File: config.mk
export PLATFORM = sky130hd
export DESIGN_NAME = apb_master_ctrl
export DESIGN_NICKNAME = d
export VERILOG_FILES = /design/src/rtl/apb_master_ctrl.sv
export SDC_FILE = /design/constraint.sdc
export NUM_CORES = 1
export LEC_CHECK = 0
export CORE_AREA = 2 2 103 105
export DETAILED_ROUTE_END_ITERATION = 12
export DIE_AREA = 0 0 105 107
export PLACE_DENSITY_LB_ADDON = 0.2
export SETUP_SLACK_MARGIN = 0.02
export SYNTH_ARGS = -nofsm -noshare
export SYNTH_HDL_FRONTEND = slang
export SYNTH_SLANG_ARGS = --single-unit
File: constraint.sdc
create_clock -name clk -period 1.75 [get_ports clk]
set_input_delay 0.35 -clock clk [delete_from_list [all_inputs] [get_ports clk]]
set_output_delay 0.35 -clock clk [all_outputs]
set_load 0.1 [all_outputs]
File: src/rtl/apb_master_ctrl.sv
// apb_master_ctrl: single-outstanding APB3 requester with valid/ready command and response ports.
// Optional ACCESS-phase watchdog is compiled in when APB_TIMEOUT_EN is defined.
module apb_master_ctrl #(
    parameter int ADDR_W         = 32,
    parameter int DATA_W         = 32,
    parameter int TIMEOUT_CYCLES = 16
) (
    input  logic              clk,
    input  logic              resetn,
    input  logic              cmd_valid,
    output logic              cmd_ready,
    input  logic              cmd_write,
    input  logic [ADDR_W-1:0] cmd_addr,
    input  logic [DATA_W-1:0] cmd_wdata,
    output logic              rsp_valid,
    input  logic              rsp_ready,
    output logic [DATA_W-1:0] rsp_rdata,
    output logic              rsp_err,
    output logic              rsp_timeout,
    output logic              psel,
    output logic              penable,
    output logic              pwrite,
    output logic [ADDR_W-1:0] paddr,
    output logic [DATA_W-1:0] pwdata,
    input  logic [DATA_W-1:0] prdata,
    input  logic              pready,
    input  logic              pslverr
);
    // state  | meaning
    // IDLE   | cmd_ready high, waiting for a command
    // SETUP  | psel high, penable low, exactly one cycle
    // ACCESS | psel and penable high until pready (or watchdog abort)
    // RESP   | response held on rsp_* until rsp_ready
    typedef enum logic [1:0] {IDLE, SETUP, ACCESS, RESP} state_t;

    state_t state, state_nxt;
    logic   accept;
    logic   done;
    logic   wd_hit;

    assign accept    = cmd_valid && cmd_ready;
    assign done      = (state == ACCESS) && pready;
    assign cmd_ready = resetn && (state == IDLE);
    assign psel      = (state == SETUP) || (state == ACCESS);
    assign penable   = (state == ACCESS);
    assign rsp_valid = (state == RESP);

`ifdef APB_TIMEOUT_EN
    localparam int WD_W = ($clog2(TIMEOUT_CYCLES + 1) > 8) ? $clog2(TIMEOUT_CYCLES + 1) : 8;

    logic [WD_W-1:0] wd_cnt;
    logic            rsp_to_q;

    // pready takes priority: a limit cycle with pready high completes normally
    assign wd_hit = (state == ACCESS) && !pready && (wd_cnt == WD_W'(TIMEOUT_CYCLES - 1));

    always_ff @(posedge clk or negedge resetn) begin
        if (!resetn) begin
            wd_cnt   <= '0;
            rsp_to_q <= 1'b0;
        end else begin
            if (accept)
                wd_cnt <= '0;
            else if ((state == ACCESS) && !pready)
                wd_cnt <= wd_cnt + WD_W'(1);
            if (done)
                rsp_to_q <= 1'b0;
            else if (wd_hit)
                rsp_to_q <= 1'b1;
        end
    end

    assign rsp_timeout = rsp_to_q;
`else
    assign wd_hit      = 1'b0;
    assign rsp_timeout = 1'b0;
`endif

    always_ff @(posedge clk or negedge resetn) begin
        if (!resetn)
            state <= IDLE;
        else
            state <= state_nxt;
    end

    always_comb begin
        state_nxt = state;
        case (state)
            IDLE:    if (accept) state_nxt = SETUP;
            SETUP:   state_nxt = ACCESS;
            ACCESS:  if (done || wd_hit) state_nxt = RESP;
            RESP:    if (rsp_ready) state_nxt = IDLE;
            default: state_nxt = IDLE;
        endcase
    end

    // bus fields hold their last value between transfers
    always_ff @(posedge clk or negedge resetn) begin
        if (!resetn) begin
            paddr     <= '0;
            pwrite    <= 1'b0;
            pwdata    <= '0;
            rsp_rdata <= '0;
            rsp_err   <= 1'b0;
        end else begin
            if (accept) begin
                paddr  <= cmd_addr;
                pwrite <= cmd_write;
                pwdata <= cmd_wdata;
            end
            if (done) begin
                rsp_rdata <= pwrite ? '0 : prdata;
                rsp_err   <= pslverr;
            end else if (wd_hit) begin
                rsp_rdata <= '0;
                rsp_err   <= 1'b1;
            end
        end
    end

endmodule

==> results of run 1 <==
worst max-delay path by stage:
| stage | start | endpoint | slack (ps) | cells past startpoint |
|---|---|---|---|---|
| 2_1_floorplan | state[0] | paddr[0] | -30 | 7 |
| 3_3_place_gp | pready | state[1] | -30 | 4 |
| 3_5_place_dp | cmd_valid | state[1] | -50 | 4 |
| 4_1_cts | state[1] | cmd_ready | 30 | 4 |
| 5_1_grt | state[1] | cmd_ready | 7 | 4 |
| 6_report | state[0] | cmd_ready | 60 | 4 |
routing by layer:
metal	vias up	share of wire (%)	wire, microns	global-route usage (%)
met5	-	0	0	0
met4	0	2.5	274	8.86
met3	21	7.9	853	6.69
met2	125	53	5780	35.4
met1	1478	36	3930	21.8
li1	1405	-	-	-
cell families after synthesis:
kind of cell / count (synthesis) / synth area share, %
buffers and inverters: 22 / 3.38
DFF: 100 / 63.1
adders and majority gates: 4 / 1.26
AOI/OAI and AO/OA: 33 / 4.29
muxes: 68 / 19.3
and+or+nand+nor: 69 / 8.61
other: 1 / 0.0945
worst max-delay path: stages (launching register included):
cell,delay (ps)
dfrtp_1,380
inv_1,80
ha_2,180
and2_4,160
buf_12,170
cell type report:
cell class	count	area share [%]
multi-input cells	175	18.2
inverters	4	0.202
clock buffers	11	1.90
well taps	136	2.29
flip-flops and latches	100	33.6
repair buffers	217	43.1
clock inverters	4	0.672
flip-flops by register name (all words and copies together) (netlist names):
name	flops
pwdata	32
rsp_err	1
pwrite	1
paddr	32
rsp_rdata	32
state	2
stage by stage:
step | cell area, sq um | TNS (ps) | util, % | hold WS [ps] | std cells
2_1_floorplan | 3990 | -1360 | - | 54.4 | 297
3_3_place_gp | 7220 | -27.1 | 71.6 | 373 | 629
3_5_place_dp | 7220 | -70.3 | 71.6 | 373 | 629
4_1_cts | 7430 | 0 | 73.7 | 86.3 | 646
5_1_grt | 7440 | 0 | 73.7 | 108 | 647
6_report | 7440 | 0 | 73.7 | 72.8 | 647
layout by cell type (no fill, tap or decap), types with 2 or more instances in the layout:
master	netlist	final
mux2_2	67	67
nand2_1	35	34
clkinvlp_4	0	2
inv_1	4	3
o21ai_0	32	32
buf_12	0	106
ha_2	0	2
nand2b_1	32	32
clkbuf_8	0	10
buf_4	1	9
clkdlybuf4s50_1	0	101
dfrtp_1	100	100
repair_timing:
item                                   CTS  global route
gates resized for setup                  2             0
buffers inserted                         1             1
pin swaps                                0             0
endpoints found under the hold margin   12             0
hold buffers                             1             0
setup endpoints to repair                1             2
==> impl_metrics.csv, run 1 <==
group,metric,value,unit
timing,setup_viol,0,
cts,cts-buffers-inserted,9,
final_layout,seqCellArea,2500,sq um
run_status,outcome,"finished clean",
floorplanning,die_h,107,microns
critical_path,r2r_cells,6,
timing,finalCriticalPeriod,1690,ps
synth,synth-edff-count,0,
place,dp_hpwl,8.37,mm
timing,setup_ws,60.9,ps
synth,synth_ff_type,"dfrtp_1",
synth,synth_top_area_cell,"dfrtp_1",
place,port_buffers,204,
synth,syn_avg_cell_area,13.4,sq um
routing,vias_per_cell,4.68,
timing,rsz0062_at_grt,"true",
timing,timing_hold_violations_final,0,
synth,async_flop_share,100,%
final_layout,fin_nets,614,
critical_path,reg2reg_from,"state[0]",
synth,synth_nets,404,
grt,grt_max_degree,89,
min_path,hold_class,"input port to asynchronous set/reset pin",
timing,period_share,96.5,%
grt,grt_overflow_total,0,
floorplanning,initial_core_util,39.3,%
cts,cts_max_level,3,
routing,drc,0,
timing,drv_slew,0,
routing,vias,3029,
floorplanning,die_x,105,microns
timing,clock.fmax,0.592,GHz
synth,yosysWarnings,0,
place,place_ws,-46.7,ps
synth,synth_common_cells,"dfrtp_1, mux2_2, nand2_1",
cts,cts.sinks,100,
cts,clkLatencyLatePin,360,ps
routing,first_pass_iters,4,
synth,synth.most_common_cell,"dfrtp_1",
grt,antenna_found_initial,0,
synth,synthCells,297,
final_layout,diodes,0,
critical_path,cp-start-kind,"register",
cts,cts_tree,"done",
routing,antenna_left,0,
synth,synth_top_area_share,63.1,%
grt,grt_pass1_vias,3204,
final_layout,multi_input_comb_area,1350,sq um
routing,wl_per_cell,16.7,microns
place,gp_congestion,0.753,
synth,synth_seq_area_share,63.1,%
routing,drt-initial-drc-count,54,
run,cap_violations,0,
floorplanning,dieArea,11200,sq um
synth,syn-cell-area,3970,sq um
grt,track_usage,20.0,%
cts,cts_buffer_depth,2,
critical_path,cp_max_fo,2,
synth,synthTopCellsByArea,"dfrtp_1, mux2_2, nand2b_1, o21ai_0, nand2_1",
critical_path,rrSetupSlack,130,ps
critical_path,r2r-end,"paddr[1]",
grt,grt_pass1_wl,17.1,mm
timing,finClkSkew,11.0,ps
critical_path,crit_required,1400,ps
final_layout,area_delta_synth_final,87.6,%
cts,cts_root_buf,"clkbuf_8",
cts,clkTransAtPathRegs,90,ps
routing,routed_wl,10.8,mm
final_layout,drive_above_1_share,39.5,%
critical_path,path_class,"register to primary output",
floorplanning,num_rows,37,
critical_path,crit_arrival,1340,ps
synth,post_synth_num_cell_types,17,
final_layout,fillers,714,
synth,synth-seq-cells,100,
floorplanning,ios,206,
floorplanning,design.core.area,10100,sq um
critical_path,end_kind,"primary output",
Power of run 1 is not shown: default switching activity piles up to over one toggle a cycle in this logic, so the estimate is an artifact.
==> run 2: changes to the inputs <==
- HOLD_SLACK_MARGIN: default -> 0.06
==> results of run 2 <==
No change in the layout: final DEF, timing and power equal those of run 1.
Power of run 2 is left out for the same reason.
